**src/rtl/ask4_symbol_mapper_pkg.sv**
```systemverilog
// Shared types, constants and saturation helper for the 4-ASK transmit mapper.
// Latency: none (package only).
// Backpressure: none (package only).
package ask4_symbol_mapper_pkg;

  localparam int SYM_W = 18;

  // 1s17 saturation bounds: +0.99999 and -1.0
  localparam logic signed [SYM_W-1:0] SAT_MAX = 18'sh1FFFF;
  localparam logic signed [SYM_W-1:0] SAT_MIN = 18'sh20000;

  // Gray-coded symbol bits: adjacent levels differ in exactly one bit
  typedef enum logic [1:0] {
    SYM_M3 = 2'b00,
    SYM_M1 = 2'b01,
    SYM_P1 = 2'b11,
    SYM_P3 = 2'b10
  } sym_code_t;

  // PRBS22 polynomial x^22 + x^21 + 1 as Fibonacci taps on the two oldest bits
  localparam int LFSR_W      = 22;
  localparam int LFSR_TAP_HI = 21;
  localparam int LFSR_TAP_LO = 20;

  // Clamp a wide signed intermediate into the 1s17 range.
  function automatic logic signed [SYM_W-1:0] sat18(input logic signed [39:0] v);
    if (v > 40'sd131071) begin
      return SAT_MAX;
    end else if (v < -40'sd131072) begin
      return SAT_MIN;
    end else begin
      return v[SYM_W-1:0];
    end
  endfunction

endpackage

```
**src/rtl/prbs22_gen.sv**
```systemverilog
// PRBS22 (x^22+x^21+1) Fibonacci generator producing two new bits per enabled step.
// Latency: bits are combinational from the current state; state advances two steps per enable.
// Backpressure: none; the caller holds enable low to freeze the sequence.
//   clk    - clock
//   reset  - asynchronous active-low reset, loads SEED
//   enable - advance the register by two steps at this edge
//   bits   - {first new bit, second new bit} the next enabled step will shift in
module prbs22_gen
  import ask4_symbol_mapper_pkg::*;
#(
  parameter logic [LFSR_W-1:0] SEED = 22'h000001
) (
  input  logic       clk,
  input  logic       reset,
  input  logic       enable,
  output logic [1:0] bits
);

  logic [LFSR_W-1:0] state;
  logic              nb1;
  logic              nb2;

  // Second bit uses the taps one position down, i.e. the state after the first shift.
  assign nb1  = state[LFSR_TAP_HI] ^ state[LFSR_TAP_LO];
  assign nb2  = state[LFSR_TAP_HI-1] ^ state[LFSR_TAP_LO-1];
  assign bits = {nb1, nb2};

  always_ff @(posedge clk or negedge reset) begin
    if (!reset) begin
      state <= SEED;
    end else if (enable) begin
      state <= {state[LFSR_W-3:0], nb1, nb2};
    end
  end

endmodule

```
**src/rtl/ask4_symbol_mapper.sv**
```systemverilog
// 4-ASK symbol mapper: Gray-coded 2-bit symbols (PRBS or external) to +-a/+-3a in 1s17, with frame strobe and reference outputs.
// Latency: 2 clocks from a clk_en cycle to the symbol_valid pulse; fully pipelined at 1 symbol/clock.
// Backpressure: none; external data is taken when clk_en & src_sel, missing data yields a zero symbol and sticky underflow.
//   clk, reset      - clock, asynchronous active-low reset
//   clk_en          - symbol request strobe
//   src_sel         - 0 internal PRBS, 1 external data_in/data_valid (data_ready = clk_en & src_sel)
//   amplitude       - level a in 1s17, negative clamps to 0
//   symbol_out/_valid, frame_start, underflow - mapped stream and status
//   expected_ref/_power - sat(2a), sat(5a^2) latched at each frame start
module ask4_symbol_mapper
  import ask4_symbol_mapper_pkg::*;
#(
  parameter int                FRAME_LOG2 = 20,
  parameter logic [LFSR_W-1:0] LFSR_SEED  = 22'h000001
) (
  input  logic                    clk,
  input  logic                    reset,
  input  logic                    clk_en,
  input  logic                    src_sel,
  input  logic [1:0]              data_in,
  input  logic                    data_valid,
  output logic                    data_ready,
  input  logic signed [SYM_W-1:0] amplitude,
  output logic signed [SYM_W-1:0] symbol_out,
  output logic                    symbol_valid,
  output logic                    frame_start,
  output logic                    underflow,
  output logic signed [SYM_W-1:0] expected_ref,
  output logic signed [SYM_W-1:0] expected_power
);

  logic [1:0]            prbs_bits;
  logic                  s1_vld;
  logic                  s1_null;
  sym_code_t             s1_bits;
  logic [FRAME_LOG2-1:0] frame_cnt;

  logic signed [SYM_W-1:0] a_pos;
  logic signed [19:0]      a20;
  logic signed [19:0]      a3_20;
  logic signed [19:0]      a2_20;
  logic signed [35:0]      a36;
  logic signed [35:0]      prod;
  logic signed [38:0]      sum39;
  logic signed [39:0]      pwr40;
  logic signed [SYM_W-1:0] sym_next;
  logic signed [SYM_W-1:0] ref_next;
  logic signed [SYM_W-1:0] pwr_next;

  assign data_ready = clk_en & src_sel;

  // PRBS only advances when it actually supplies a symbol, so switching to
  // external data and back resumes the sequence where it left off.
  prbs22_gen #(
    .SEED(LFSR_SEED)
  ) u_prbs (
    .clk    (clk),
    .reset  (reset),
    .enable (clk_en & ~src_sel),
    .bits   (prbs_bits)
  );

  // Amplitude arithmetic; a is forced non-negative so all products below are non-negative.
  assign a_pos = amplitude[SYM_W-1] ? '0 : amplitude;
  assign a20   = {2'b00, a_pos};
  assign a3_20 = a20 + (a20 <<< 1);
  assign a2_20 = a20 <<< 1;
  assign a36   = {18'd0, a_pos};
  assign prod  = a36 * a36;
  assign sum39 = {3'b000, prod} + {1'b0, prod, 2'b00};
  assign pwr40 = {1'b0, sum39} >>> 17;

  assign ref_next = sat18({{20{a2_20[19]}}, a2_20});
  assign pwr_next = sat18(pwr40);

  always_comb begin
    sym_next = '0;
    if (!s1_null) begin
      case (s1_bits)
        SYM_M3:  sym_next = sat18(-{{20{a3_20[19]}}, a3_20});
        SYM_M1:  sym_next = -a_pos;
        SYM_P1:  sym_next = a_pos;
        SYM_P3:  sym_next = sat18({{20{a3_20[19]}}, a3_20});
        default: sym_next = '0;
      endcase
    end
  end

  // Stage 1: capture the symbol bits at the edge ending the clk_en cycle.
  always_ff @(posedge clk or negedge reset) begin
    if (!reset) begin
      s1_vld    <= 1'b0;
      s1_null   <= 1'b0;
      s1_bits   <= SYM_M3;
      underflow <= 1'b0;
    end else begin
      s1_vld <= clk_en;
      if (clk_en) begin
        s1_null <= src_sel & ~data_valid;
        s1_bits <= sym_code_t'(src_sel ? data_in : prbs_bits);
        if (src_sel && !data_valid) begin
          underflow <= 1'b1;
        end
      end
    end
  end

  // Stage 2: map with the current amplitude, strobe, and count frames.
  always_ff @(posedge clk or negedge reset) begin
    if (!reset) begin
      symbol_out     <= '0;
      symbol_valid   <= 1'b0;
      frame_start    <= 1'b0;
      frame_cnt      <= '0;
      expected_ref   <= '0;
      expected_power <= '0;
    end else begin
      symbol_valid <= s1_vld;
      frame_start  <= s1_vld && (frame_cnt == '0);
      if (s1_vld) begin
        symbol_out <= sym_next;
        frame_cnt  <= frame_cnt + 1'b1;
      end
      // The amplitude seen during the frame_start cycle becomes the reference.
      if (frame_start) begin
        expected_ref   <= ref_next;
        expected_power <= pwr_next;
      end
    end
  end

endmodule

```
**config.mk**
```make
export PLATFORM = sky130hd
export DESIGN_NAME = ask4_symbol_mapper
export DESIGN_NICKNAME = d
export VERILOG_FILES = /design/src/rtl/ask4_symbol_mapper_pkg.sv /design/src/rtl/prbs22_gen.sv /design/src/rtl/ask4_symbol_mapper.sv
export SDC_FILE = /design/constraint.sdc
export NUM_CORES = 1
export LEC_CHECK = 0
export CORE_MARGIN = 1
export CORE_UTILIZATION = 40
export DETAILED_ROUTE_END_ITERATION = 12
export PLACE_DENSITY = 0.57
export RECOVER_POWER = 25
export SYNTH_ARGS = -nofsm -noshare
export SYNTH_HDL_FRONTEND = slang
export SYNTH_SLANG_ARGS = --single-unit
```
**constraint.sdc**
```tcl
create_clock -name clk -period 3.1 [get_ports clk]
set_input_delay 0.465 -clock clk [delete_from_list [all_inputs] [get_ports clk]]
set_output_delay 0.465 -clock clk [all_outputs]
set_load 0.1 [all_outputs]
```
==> flow_metrics.py <==
metrics = {
    "sta": {
        "layout_min_cycle_time_ps": 7900,
        "max_slew_margin_pct": -61.6,
        "setup_viol": 35,
        "post-route-period-util_pct": 255,
        "rsz0062_at_grt": "yes",
        "slew_violations": 47,
        "tightest_slew_ps": 2420,
        "setup_ws_ps": -4800,
        "hold_violations": 0,
        "max_freq_ghz": 0.127,
        "skew_ps": 12.8,
    },
    "clock_tree": {
        "cts_tree": "done",
        "clk_latency_ps": 370,
        "postCtsHoldBufs": 0,
        "htree_num_levels": 3,
        "clock-sinks": 102,
        "path_clk_slew_ps": 90,
        "ctsRootBufferMaster": "clkbuf_16",
        "cts_buffers": 9,
        "cts_buffer_depth": 2,
    },
    "route": {
        "vias_per_cell": 4.97,
        "routedWlPerCell_um": 16.0,
        "dr.pass1.iters": 5,
        "drt_iter0_drc": 550,
        "num_vias": 13800,
        "drc": 0,
        "finalWirelength_mm": 44.2,
        "ant_nets": 0,
    },
    "placement": {
        "placed_cell_area_sq_um": 20200,
        "place_hpwl_mm": 36.4,
        "port_buffers": 81,
        "routabilityCongestion": 0.889,
        "dp.cells": 2687,
    },
    "floorplanning": {
        "start_util_pct": 40.5,
        "ios": 83,
        "design.core.area_sq_um": 38600,
        "rows": 72,
        "dieArea_sq_um": 39900,
        "dieHeight_um": 200,
        "fp.dieW_um": 200,
    },
    "logic_synthesis": {
        "syn_area_per_cell_sq_um": 8.98,
        "seq_area_frac_synth_pct": 16.3,
        "syn-instance-count": 1743,
        "synthArstFlopShare_pct": 100,
        "synth_edf_count": 0,
        "syn_nets": 2133,
        "ys_ff_latch": 102,
        "yosysWarnings": 0,
        "synth_ff_type": "dfrtp_1",
        "syn_area_sq_um": 15700,
        "synth_cell_type_count": 86,
    },
    "cells_and_area": {
        "final_cell_mix": "buf_4, inv_1, fa_1",
        "layout_commonest_cell": "buf_4",
        "utilization_pct": 56.1,
        "nNetsFinal": 2635,
        "diodes": 0,
        "stdcell_count": 2768,
        "post_route_cells_drive_above_1_share_pct": 33.5,
        "syn2layout_area_growth_pct": 38.5,
        "fin_area_sq_um": 21700,
    },
    "global_route": {
        "busiest_layer": "met2",
        "use_met1_pct": 30.8,
        "grt_pass1_wl_mm": 72.7,
        "grt_max_degree": 58,
        "use_met2_pct": 39.4,
        "gr-usage-met3_pct": 2.62,
        "antenna_found_initial": 1,
        "grt_use_total_pct": 23.1,
        "grt_pass1_vias": 14300,
        "overflow": 0,
    },
    "run_status": {
        "status": "finished, violations left",
        "failed_checks": "max-capacitance violations, max-slew violations, negative setup slack",
    },
    "worst_setup_path": {
        "required_ps": 3410,
        "crit_path_start_kind": "input port",
        "critPathTopFamily": "adder cells",
        "cp_slowest_stage_delay_ps": 550,
        "crit_slowest_cell": "fa_1",
        "critPathMostFrequentCell": "fa_1",
        "crit_path_end_kind": "register",
        "arrival_ps": 8200,
        "path_class": "in2reg",
        "path_buf_inv": 9,
        "critPathMaxFanout": 8,
    },
    "flow_run": {
        "cap_violations": 1,
    },
    "hold_path": {
        "hold_class": "reg2reg",
    },
}
[through the flow]
step	hold WS (ps)	setup slack (ps)	setup TNS, ps
2_1_floorplan	169	-4810	-99690
3_3_place_gp	462	-5520	-131380
3_5_place_dp	468	-5700	-134490
4_1_cts	105	-4710	-94560
5_1_grt	496	-5050	-121940
6_report	478	-4800	-96270
[layer usage]
layer	wire, um	part of all wire, %	vias to the layer above
met5	0	0	-
met4	1250	2.8	0
met3	1250	2.8	62
met2	21700	49	211
met1	20000	45	6754
li1	-	-	6743
[area by class of cell]
type / instances / area, sq um
fillers: 3508 / 17000
multi-input cells: 1259 / 12500
repair buffers: 547 / 4410
flip-flops and latches: 102 / 2550
inverters: 326 / 1230
well taps: 518 / 648
clock buffers: 9 / 225
clock inverters: 7 / 91.3
[worst reg2reg max path, cell delays in order (launching register included)]
cell	delay, ps
dfrtp_1	380
nor2b_1	290
nand2_1	80
or3_1	350
nor4_1	220
nand4_1	180
nor3_1	160
nand4_1	140
nand2_1	130
buf_12	140
a21oi_1	70
o32ai_1	270
[sequential cells by signal (all words and copies together) (netlist names)]
register        count
u_prbs.state       22
frame_cnt          20
expected_power     18
symbol_out         18
expected_ref       17
s1_bits             2
frame_start         1
s1_null             1
s1_vld              1
symbol_valid        1
underflow           1
[cell families (layout without fill, tap and decap cells)]
kind of cell	count (synthesis)	after routing	synth area share, %
adders and majority gates	365	365	38.5
buffers and inverters	384	889	9.31
muxes	26	26	1.83
and+or+nand+nor	431	433	13.9
AOI/OAI and AO/OA	334	334	14.5
other	1	1	0.0240
xor gates and xnor gates	100	100	5.64
DFF	102	102	16.3
[Yosys cell counts (8+ instances only)]
cell,number,area share (%)
a21o_1,25,1.2
a21oi_1,82,2.6
a31oi_1,26,1.0
and2_1,65,2.6
and3_1,12,0.48
clkbuf_1,49,1.2
dfrtp_1,101,16
fa_1,195,25
ha_1,170,14
inv_1,325,7.8
mux2_2,21,1.5
nand2_1,141,3.4
nand2b_1,12,0.48
nand3_1,32,1.0
nand4_1,14,0.56
nor2_1,69,1.7
nor2b_1,18,0.72
nor3_1,22,0.70
nor4_1,10,0.40
o211ai_1,10,0.48
o21a_1,11,0.53
o21ai_0,65,2.1
o21bai_1,8,0.38
o22a_1,18,1.0
o22ai_1,18,0.72
xnor2_1,70,3.9
xor2_1,29,1.6
[path summary, 6_finish.rpt]
kind | from | to | slack (ps) | depth (start not counted)
worst max-delay path | amplitude[17] | expected_power[15] | -4800 | 39
worst min-delay path | frame_cnt[19] | frame_cnt[19] | 480 | 1
worst max register to register | s1_bits[0] | symbol_out[5] | 580 | 11
worst min register to register | frame_cnt[19] | frame_cnt[19] | 480 | 1
max in group asynchronous | reset | expected_power[0] | 280 | 2
min in group asynchronous | reset | frame_cnt[17] | 830 | 1
[what timing repair did]
action / in CTS / in global routing
pin swaps: 94 / 89
cloned: 5 / 0
gates resized for setup: 151 / 69
setup buffers: 46 / 16
endpoints found under the setup margin: 35 / 35
Power is not shown: default switching activity piles up to over one toggle a cycle in this logic, so the estimate is an artifact.
